<file path="src/rtl/display_pkg.sv">
// display_pkg
//   Shared definitions for the result display: conversion FSM states, fixed
//   segment glyphs and the digit -> segment decoders. Segments are ordered
//   {g,f,e,d,c,b,a} and are active-low (0 = lit).
//   Optional feature macro used by the importing files: HEX_MODE_EN.
package display_pkg;

  typedef enum logic [1:0] {
    IDLE  = 2'd0,
    LOAD  = 2'd1,
    SHIFT = 2'd2,
    DONE  = 2'd3
  } state_t;

  localparam logic [6:0] SEG_BLANK = 7'h7F;
  localparam logic [6:0] SEG_MINUS = 7'h3F;

  localparam logic [6:0] SEG_HEX_A = 7'h08;
  localparam logic [6:0] SEG_HEX_B = 7'h03;
  localparam logic [6:0] SEG_HEX_C = 7'h46;
  localparam logic [6:0] SEG_HEX_D = 7'h21;
  localparam logic [6:0] SEG_HEX_E = 7'h06;
  localparam logic [6:0] SEG_HEX_F = 7'h0E;

  // Decimal digit glyphs; anything above 9 renders blank.
  function automatic logic [6:0] digit_to_seg(input logic [3:0] d);
    logic [6:0] s;
    case (d)
      4'd0:    s = 7'h40;
      4'd1:    s = 7'h79;
      4'd2:    s = 7'h24;
      4'd3:    s = 7'h30;
      4'd4:    s = 7'h19;
      4'd5:    s = 7'h12;
      4'd6:    s = 7'h02;
      4'd7:    s = 7'h78;
      4'd8:    s = 7'h00;
      4'd9:    s = 7'h10;
      default: s = SEG_BLANK;
    endcase
    return s;
  endfunction

  // Full hexadecimal nibble glyphs (A..F on top of the decimal set).
  function automatic logic [6:0] hex_to_seg(input logic [3:0] d);
    logic [6:0] s;
    case (d)
      4'hA:    s = SEG_HEX_A;
      4'hB:    s = SEG_HEX_B;
      4'hC:    s = SEG_HEX_C;
      4'hD:    s = SEG_HEX_D;
      4'hE:    s = SEG_HEX_E;
      4'hF:    s = SEG_HEX_F;
      default: s = digit_to_seg(d);
    endcase
    return s;
  endfunction

endpackage

</file>
<file path="src/rtl/bin2bcd_seq.sv">
// bin2bcd_seq
//   Sequential double-dabble converter: 9-bit unsigned binary to 3 BCD
//   digits, one iteration per clock, 9 iterations after start.
// Ports
//   clock  in   system clock
//   reset  in   asynchronous active-low reset; aborts a conversion
//   start  in   load bin and begin converting (ignored semantics while running
//               are the caller's responsibility)
//   bin    in   9-bit magnitude to convert
//   done   out  high during the cycle whose clock edge performs the final
//               iteration, so bcd is complete right after that edge
//   bcd    out  {hundreds, tens, ones}
module bin2bcd_seq (
  input  logic        clock,
  input  logic        reset,
  input  logic        start,
  input  logic [8:0]  bin,
  output logic        done,
  output logic [11:0] bcd
);

  logic [8:0]  sh_r;
  logic [11:0] bcd_r;
  logic [3:0]  cnt_r;
  logic        run_r;

  // Add 3 to every BCD nibble that is 5 or more, ahead of the shift.
  function automatic logic [11:0] adjust(input logic [11:0] b);
    logic [11:0] r;
    for (int i = 0; i < 3; i++) begin
      if (b[i*4 +: 4] >= 4'd5) r[i*4 +: 4] = b[i*4 +: 4] + 4'd3;
      else                     r[i*4 +: 4] = b[i*4 +: 4];
    end
    return r;
  endfunction

  // Shift engine: load on start, then one adjust+shift per clock.
  always_ff @(posedge clock or negedge reset) begin
    if (!reset) begin
      sh_r  <= 9'd0;
      bcd_r <= 12'd0;
      cnt_r <= 4'd0;
      run_r <= 1'b0;
    end else if (start) begin
      sh_r  <= bin;
      bcd_r <= 12'd0;
      cnt_r <= 4'd9;
      run_r <= 1'b1;
    end else if (run_r) begin
      bcd_r <= {adjust(bcd_r)[10:0], sh_r[8]};
      sh_r  <= {sh_r[7:0], 1'b0};
      cnt_r <= cnt_r - 4'd1;
      run_r <= (cnt_r != 4'd1);
    end else begin
      run_r <= 1'b0;
    end
  end

  assign done = run_r && (cnt_r == 4'd1);
  assign bcd  = bcd_r;

endmodule

</file>
<file path="src/rtl/result_display.sv">
// result_display
//   Captures the signed 8-bit ALU result on a strobe, converts it to sign plus
//   three BCD digits and drives a 4-digit multiplexed common-anode display.
//   Optional feature macro: HEX_MODE_EN adds input hex_mode; when set at the
//   sampling edge the value is shown as two raw hex digits instead.
// Ports
//   clock         in   system clock
//   reset         in   asynchronous active-low reset
//   result[7:0]   in   signed two's-complement result
//   result_valid  in   1-cycle capture strobe
//   hex_mode      in   (HEX_MODE_EN only) show raw hex for this capture
//   busy          out  conversion in progress
//   seg[6:0]      out  segments {g,f,e,d,c,b,a}, active-low
//   dp            out  decimal point, active-low, always off
//   an[3:0]       out  digit anodes, active-low one-hot, an[0] rightmost
module result_display
  import display_pkg::*;
#(
  parameter int SCAN_DIV = 50000,
  parameter int SCAN_W   = 16
) (
  input  logic       clock,
  input  logic       reset,
  input  logic [7:0] result,
  input  logic       result_valid,
`ifdef HEX_MODE_EN
  input  logic       hex_mode,
`endif
  output logic       busy,
  output logic [6:0] seg,
  output logic       dp,
  output logic [3:0] an
);

  localparam logic [SCAN_W-1:0] CNT_MAX    = SCAN_W'(SCAN_DIV - 1);
  localparam logic [3:0][6:0]   DISP_RESET = {SEG_BLANK, SEG_BLANK, SEG_BLANK, 7'h40};

  state_t          state_r;
  logic            pending_r;
  logic [7:0]      pend_val_r;
  logic            busy_r;
  logic            sign_r;
  logic [3:0][6:0] disp_r;
  logic [3:0][6:0] fmt_s;
  logic [3:0][6:0] dec_s;
  logic [8:0]      mag_s;
  logic            start_s;
  logic            eng_done_s;
  logic [11:0]     eng_bcd_s;
  logic [SCAN_W-1:0] cnt_r;
  logic [1:0]      idx_r;
  logic [1:0]      idx_next_s;
`ifdef HEX_MODE_EN
  logic            pend_hex_r;
  logic            hex_r;
  logic [7:0]      raw_r;
`endif

  // Capture register: a new strobe always overwrites the pending value,
  // and wins over the clear issued when LOAD consumes the previous one.
  always_ff @(posedge clock or negedge reset) begin
    if (!reset) begin
      pending_r  <= 1'b0;
      pend_val_r <= 8'd0;
`ifdef HEX_MODE_EN
      pend_hex_r <= 1'b0;
`endif
    end else if (result_valid) begin
      pending_r  <= 1'b1;
      pend_val_r <= result;
`ifdef HEX_MODE_EN
      pend_hex_r <= hex_mode;
`endif
    end else if (state_r == LOAD) begin
      pending_r  <= 1'b0;
    end else begin
      pending_r  <= pending_r;
    end
  end

  // |result| as 9 bits so that -128 maps to 128.
  assign mag_s = pend_val_r[7] ? (9'd256 - {1'b0, pend_val_r}) : {1'b0, pend_val_r};

`ifdef HEX_MODE_EN
  assign start_s = (state_r == LOAD) && !pend_hex_r;
`else
  assign start_s = (state_r == LOAD);
`endif

  bin2bcd_seq u_bcd (
    .clock (clock),
    .reset (reset),
    .start (start_s),
    .bin   (mag_s),
    .done  (eng_done_s),
    .bcd   (eng_bcd_s)
  );

  // Decimal formatting with leading-zero blanking; ones digit always shown.
  always_comb begin
    dec_s[3] = sign_r ? SEG_MINUS : SEG_BLANK;
    dec_s[2] = (eng_bcd_s[11:8] == 4'd0) ? SEG_BLANK : digit_to_seg(eng_bcd_s[11:8]);
    dec_s[1] = (eng_bcd_s[11:4] == 8'd0) ? SEG_BLANK : digit_to_seg(eng_bcd_s[7:4]);
    dec_s[0] = digit_to_seg(eng_bcd_s[3:0]);
  end

  // Select between decimal and raw-hex presentation.
  always_comb begin
    fmt_s = dec_s;
`ifdef HEX_MODE_EN
    if (hex_r) begin
      fmt_s = {SEG_BLANK, SEG_BLANK, hex_to_seg(raw_r[7:4]), hex_to_seg(raw_r[3:0])};
    end else begin
      fmt_s = dec_s;
    end
`endif
  end

  // Conversion FSM. IDLE also reacts to a strobe on the same edge it is
  // captured, so the display updates 11 clocks after the sampling edge.
  always_ff @(posedge clock or negedge reset) begin
    if (!reset) begin
      state_r <= IDLE;
      busy_r  <= 1'b0;
      sign_r  <= 1'b0;
      disp_r  <= DISP_RESET;
`ifdef HEX_MODE_EN
      hex_r   <= 1'b0;
      raw_r   <= 8'd0;
`endif
    end else begin
      case (state_r)
        IDLE: begin
          if (pending_r || result_valid) state_r <= LOAD;
          else                           state_r <= IDLE;
        end
        LOAD: begin
          busy_r <= 1'b1;
          sign_r <= pend_val_r[7];
`ifdef HEX_MODE_EN
          hex_r  <= pend_hex_r;
          raw_r  <= pend_val_r;
          if (pend_hex_r) state_r <= DONE;
          else            state_r <= SHIFT;
`else
          state_r <= SHIFT;
`endif
        end
        SHIFT: begin
          if (eng_done_s) state_r <= DONE;
          else            state_r <= SHIFT;
        end
        DONE: begin
          busy_r <= 1'b0;
          disp_r <= fmt_s;
          if (pending_r || result_valid) state_r <= LOAD;
          else                           state_r <= IDLE;
        end
        default: state_r <= IDLE;
      endcase
    end
  end

  assign busy = busy_r;
  assign dp   = 1'b1;

  // Digit index that the scan registers will present after this edge.
  always_comb begin
    if (cnt_r == CNT_MAX) idx_next_s = idx_r + 2'd1;
    else                  idx_next_s = idx_r;
  end

  // Scan: an and seg are loaded from the same index on the same edge.
  always_ff @(posedge clock or negedge reset) begin
    if (!reset) begin
      cnt_r <= '0;
      idx_r <= 2'd0;
      an    <= 4'b1110;
      seg   <= 7'h40;
    end else begin
      if (cnt_r == CNT_MAX) cnt_r <= '0;
      else                  cnt_r <= cnt_r + SCAN_W'(1);
      idx_r <= idx_next_s;
      case (idx_next_s)
        2'd0:    an <= 4'b1110;
        2'd1:    an <= 4'b1101;
        2'd2:    an <= 4'b1011;
        2'd3:    an <= 4'b0111;
        default: an <= 4'b1111;
      endcase
      seg <= disp_r[idx_next_s];
    end
  end

endmodule

</file>
<file path="config.mk">
export PLATFORM = sky130hd
export DESIGN_NAME = result_display
export DESIGN_NICKNAME = d
export VERILOG_FILES = /design/src/rtl/display_pkg.sv /design/src/rtl/bin2bcd_seq.sv /design/src/rtl/result_display.sv
export SDC_FILE = /design/constraint.sdc
export NUM_CORES = 1
export LEC_CHECK = 0
export ABC_AREA = 1
export CAP_MARGIN = 5
export CORE_MARGIN = 1
export CORE_UTILIZATION = 25
export CTS_BUF_LIST = sky130_fd_sc_hd__clkbuf_4 sky130_fd_sc_hd__clkbuf_8 sky130_fd_sc_hd__clkbuf_16
export DETAILED_ROUTE_END_ITERATION = 10
export SYNTH_ARGS = -nofsm -noshare
export SYNTH_HDL_FRONTEND = slang
export SYNTH_SLANG_ARGS = --single-unit
</file>
<file path="constraint.sdc">
create_clock -name clock -period 1.9 [get_ports clock]
set_input_delay 0.475 -clock clock [delete_from_list [all_inputs] [get_ports clock]]
set_output_delay 0.475 -clock clock [all_outputs]
set_load 0.005 [all_outputs]
</file>
**Yosys cells after proc, flatten, opt, wreduce, memory -nomap -nowiden**

Memories as Yosys holds them, arrays and structs flattened. A register that Yosys moved wholly into a read port is not among the register bits.
Index checks and enable logic that the tools add are counted.

- Flip-flop bits (word level): 89
- ROM bits: 336
- Bits of input ports: 11
- Word-level logic and storage cells: 76
- Memories: 3

- $add $sub $neg: 7
- Magnitude comparators: 4
- Eq/ne operators: 9
- Multiplexer cells: 26
- Reductions and logical operators: 11

Memory list:

| memory | words | width | read ports | clocked after Yosys merged registers in | write ports | line | RTL |
|---|---|---|---|---|---|---|---|
| (name not given) | 16 | 7 | 1 | 0 | 0 | display_pkg.sv:28 | `case (d)` |
| (name not given) | 16 | 7 | 1 | 0 | 0 | display_pkg.sv:28 |  |
| (name not given) | 16 | 7 | 1 | 1 | 0 | display_pkg.sv:28 |  |

Operator list:

| kind | number |
|---|---|
| $mux W7 | 4 |
| $mux W9 | 3 |
| $mux W12 | 2 |
| $add A16 B1 Y16 const B | 1 |
| $eq A16 B16 Y1 const B | 1 |
| $mux W16 | 1 |
| $mux W4 | 4 |
| $pmux W4 S4 | 1 |
| $bmux W7 S2 | 1 |
| $ge A4 B3 Y1 const B | 3 |
| $sub A9 B8 Y9 const A | 1 |
| $add A4 B2 Y4 const B | 2 |
| $eq A2 B2 Y1 const B | 4 |
| $logic_not A8 Y1 | 1 |
| $mux W1 | 6 |
| $pmux W2 S3 | 1 |
| $reduce_bool A2 Y1 | 3 |
| $eq A2 B1 Y1 const B | 2 |
| $eq A4 B1 Y1 const B | 1 |
| $logic_not A2 Y1 | 2 |
| $logic_not A4 Y1 | 1 |
| $ne A4 B1 Y1 const B | 1 |
| $sub A4 B1 Y4 const B | 1 |
| $add A3 B2 Y3 const B | 1 |
| 9 further kinds | 9 |

**Logic depth before layout (Yosys ltp)**

- Word-level depth: 4
- Mapped depth: 10
- Depth with buffers taken out: 10

**By module**

From an unflattened synthesis, not the netlist that was laid out.

- Cells, all modules: 579
- Area, all modules: 4,963.5 um2

Modules (own cells, without submodules):

| module | times used | cells each | area an instance (um2) | sequential area each (um2) |
|---|---|---|---|---|
| result_display | 1 | 403 | 3,482.1 | 1,626.6 |
| bin2bcd_seq | 1 | 176 | 1,481.4 | 650.6 |

**Least setup slack after synthesis**

OpenSTA, ideal clock, no wires.

- Path kind: reg2reg
- Start point: register state_r[0]
- End point: register u_bcd.sh_r[5]
- Library setup time: 134 ps
- Arrival time: 1,304 ps
- Data required time: 1,766 ps
- Setup slack: 462 ps
- Stages on the path, launching flop included: 8
- Clock period less this slack: 1,438 ps
- Cell sequence: dfrtp_1 -> ha_1 -> buf_2 -> inv_1 -> clkbuf_1 -> o21ai_0 -> o21ai_0 -> o21ai_0

- Longest elaborated chain between the ends: 2
- Elaborated cells between the ends (all ways): 3

RTL lines:

| item | line | RTL |
|---|---|---|
| start: declaration | result_display.sv:38 | `state_t state_r;` |
| start signal: assignment | result_display.sv:123 | `state_r <= IDLE;` |
| start signal: assignment | result_display.sv:134 | `if (pending_r \|\| result_valid) state_r <= LOAD;` |
| start signal: assignment | result_display.sv:135 | `else state_r <= IDLE;` |
| $eq A2 B1 Y1 (*) | result_display.sv:87 | `assign start_s = (state_r == LOAD);` |
| $mux W9 / $reduce_bool A2 Y1 (equally long branches) | -- |  |
| end signal: assignment | bin2bcd_seq.sv:45 | `sh_r <= bin;` |
| end signal: assignment | bin2bcd_seq.sv:51 | `sh_r <= {sh_r[7:0], 1'b0};` |
| end: declaration | bin2bcd_seq.sv:22 | `logic [8:0] sh_r;` |

Every way passes the cells marked *; elsewhere a longest branch is shown, timed or not.
A chain may end at the register's enable or synchronous reset.

**Worst setup path after layout**

- Start point: register seg[6]
- End point: output port seg[6]

RTL lines:

| item | line | RTL |
|---|---|---|
| start: declaration | result_display.sv:30 | `output logic [6:0] seg,` |
| start signal: assignment | result_display.sv:191 | `seg <= disp_r[idx_next_s];` |

No word-level cell between the ends.

==> impl_metrics.csv <==
group,metric,value,unit
clocking,cts_resized,0,
job,cap_violations,0,
sta,setup_viol_count_final,0,
synthesis,syn_area,4710,µm²
setup_path,path_buf_inv,1,
grt,grt_usage,0.107,
drt,drt_iter0_drc,166,
clocking,hold_buffers,1,
drt,top_layer,"met4",
setup_path,cpPeakStageDelay,520,ps
synthesis,yosys-top-cells-area,"dfrtp_1 (37%), dfstp_2 (11%), nand2_1 (6.6%), ha_1 (6.1%), inv_1 (6.0%)",
sta,final.setup.worst_slack,74.6,ps
floorplan,ios,24,
drt,drc,0,
clocking,cts_tree,"done",
synthesis,syn_inst,550,
drt,met3_wirelength,366,µm
setup_path,worst-path-max-fanout,1,
sta,hold_violations,0,
synthesis,ys_warn_count,0,
final_layout,areaGrowthSynthToFinish,18.4,%
synthesis,synth-edff-count,0,
min_path,hp-class,"reg -> reg",
power_and_ir_drop,combPwrFrac,0.379,
sta,period_minus_slack,1830,ps
clocking,clock_latency,340,ps
power_and_ir_drop,clockPowerShare,0.227,
floorplan,fp.coreArea,18200,µm²
synthesis,yosys.area_share.simple,0.227,
setup_path,required,1420,ps
synthesis,yosys.area_share.xor_xnor,0.0204,
setup_path,crit_slowest_cell,"dfstp_2",
drt,first_pass_iters,4,
final_layout,final_nets,617,
grt,grt_pass1_wl,17.0,mm
drt,route.antenna.remaining_nets,0,
synthesis,yosys.area.top_type,"dfrtp_1",
synthesis,synth.avg_cell_area,8.57,µm²
floorplan,die_x,139,µm
power_and_ir_drop,power.leakage,2.58,nW
synthesis,syn_nets,584,
floorplan,die_height,139,µm
clocking,cts_buffers,9,
final_layout,drive_gt1_frac,0.138,
grt,grt-ovfl-total,0,
clocking,clk_pin_slew,70,ps
placement,io_buffers,22,
drt,wl_per_cell,11.7,µm
sta,slew_viol_final,0,
sta,fin_crit_sh,0.961,
setup_path,path_cells,"clkdlybuf4s50_1",
synthesis,synth_seq_cells,90,
floorplan,start_util,0.259,
grt,antenna_found_initial,0,
drt,routed-via-count,3624,
sta,clock_skew,5.81,ps
setup_path,crit_path_end_kind,"primary output",
setup_path,crit_path_start_kind,"register",
sta,setup_tns,0,ps
placement,dp_slack,248,ps
grt,grt_pass1_vias,3580,
setup_path,crit_arrival,1350,ps
power_and_ir_drop,peakVddDrop,0.572,mV
synthesis,synth-compound-area-share,0.132,
floorplan,die-area,19400,µm²
power_and_ir_drop,p_switching,0.00299,W
sta,clock.fmax,548,MHz
placement,place_congestion,0.835,
drt,vias_per_cell,4.44,
clocking,root_buffer,"clkbuf_16",
drt,wl_met1,4.98,mm
power_and_ir_drop,p_per_area,1420,nW/µm²
synthesis,synth_mux_area_frac,0,
clocking,h-tree-depth,3,
synthesis,yosysSeqAreaShare,0.483,
placement,place_hpwl,7.12,mm
power_and_ir_drop,internal-power,0.00493,W
synthesis,async_reset_ff_frac,1.00,
drt,routed_wl,9.57,mm
synthesis,synthAdderAreaFrac,0.0610,
setup_path,critPathKind,"reg -> out",
clocking,postCtsSetupBuffers,0,
synthesis,synth.top_cell.area_share,0.372,
clocking,clk_path_buf_depth,2,
clocking,cts.sinks,90,
power_and_ir_drop,seq_power_share,0.393,
floorplan,rows,49,
sta,rsz0062_at_grt,"false",
power_and_ir_drop,p_sw_frac,0.377,
synthesis,synth_top_family_by_area,"simple AND/OR/NAND/NOR gates",
synthesis,yosys.cell_types.count,42,
final_layout,n_antenna_cell,0,
final_layout,nFillCells,1886,
setup_path,crit_family,"flip-flops",
synthesis,synth-main-ff-cell,"dfrtp_1",
drt,met2WireLength,4.11,mm
run_status,outcome,"completed",
grt,grt_start_max_net_pins,29,
[final timing paths]
check | from | slack (ps) | cells after the start | endpoint
min in group asynchronous | reset | 530 | 2 | cnt_r[13]$_DFF_PN0_
min | sign_r$_DFFE_PN0P_ | 440 | 1 | disp_r[27]$_DFFE_PN1P_
max | seg[6]$_DFF_PN1_ | 70 | 1 | seg[6]
max in group asynchronous | reset | 760 | 3 | disp_r[20]$_DFFE_PN1P_
max reg2reg | u_bcd.bcd[1]$_DFFE_PN0P_ | 260 | 8 | u_bcd.bcd[1]$_DFFE_PN0P_
min reg2reg | sign_r$_DFFE_PN0P_ | 440 | 1 | disp_r[27]$_DFFE_PN1P_
[layer usage]
| layer | GRT usage | vias to the layer above |
|---|---|---|
| li1 | - | 1864 |
| met1 | 0.149 | 1680 |
| met2 | 0.162 | 69 |
| met3 | 0.0279 | 11 |
| met4 | 0.0345 | 0 |
| met5 | 0 | - |
[cells in the final DEF (no fill, tap or decap), drive strengths merged, types with 2 or more instances in the layout]
cell type,n
dfstp,20
nor2,72
ha,23
nor3,4
dfrtp,70
nand2,92
nand3,36
clkbuf,9
a21oi,26
o31ai,2
clkinvlp,2
inv,83
clkinv,2
nand4,12
o22ai,12
buf,11
o221ai,3
o22a,2
o211ai,3
nand3b,2
o21ai,56
a31oi,4
clkdlybuf4s50,21
xor2,10
[area by class of cell]
| cell class | count | area, µm² | share of cell area |
|---|---|---|---|
| sequential | 90 | 2280 | 0.408 |
| multi-input combinational | 368 | 2080 | 0.373 |
| timing repair buffer | 33 | 328 | 0.0587 |
| inverter | 81 | 307 | 0.0549 |
| tap | 229 | 287 | 0.0513 |
| clock buffer | 9 | 225 | 0.0403 |
| clock inverter | 7 | 76.3 | 0.0137 |
[metrics by stage]
stage,total power [W],cells,hold slack [ps],utilization,cell area (µm²)
after floorplan,0.00513,550,179,-,4710
after CTS,0.00801,817,443,0.307,5580
final,0.00792,817,439,0.307,5580
after global placement,0.00611,800,351,0.289,5270
after global routing,0.00861,817,462,0.307,5580
after detailed placement,0.00615,800,353,0.289,5270
[registers in the layout, summed over array words and instances, names as in the netlist, 2 cells and up]
name         count
an               4
cnt_r           16
disp_r          22
idx_r            2
pend_val_r       8
seg              7
state_r          2
u_bcd.bcd       12
u_bcd.cnt_r      4
u_bcd.sh_r       9
[power by group through the flow]
stage               clock network, W  logic (W)  registers, W
floorplan                          0    0.00213       0.00300
global placement                   0    0.00297       0.00314
detailed placement                 0    0.00299       0.00316
CTS                          0.00186    0.00302       0.00312
global route                 0.00195    0.00347       0.00319
finish                       0.00180    0.00301       0.00312
[cell usage after synthesis, types with 4 or more instances]
library cell,count
nand2_1,83
nand4_1,12
dfrtp_1,70
nand3_1,31
inv_1,75
inv_2,5
o21ai_0,53
nor2_2,8
o22ai_1,12
ha_1,23
nor2_4,4
dfstp_2,20
nor2_1,60
a21oi_1,26
clkbuf_1,7
a31oi_1,4
nand2_2,5
xor2_1,10
[kinds of logic (layout without fill, tap and decap cells)]
family / Yosys count / in the layout
other: 1 / 1
buffers and inverters: 92 / 130
and+or+nand+nor: 221 / 221
xor gates and xnor gates: 11 / 11
AOI/OAI and AO/OA: 112 / 112
adders and majority gates: 23 / 23
DFF: 90 / 90
(Power assumes the default switching activity.)
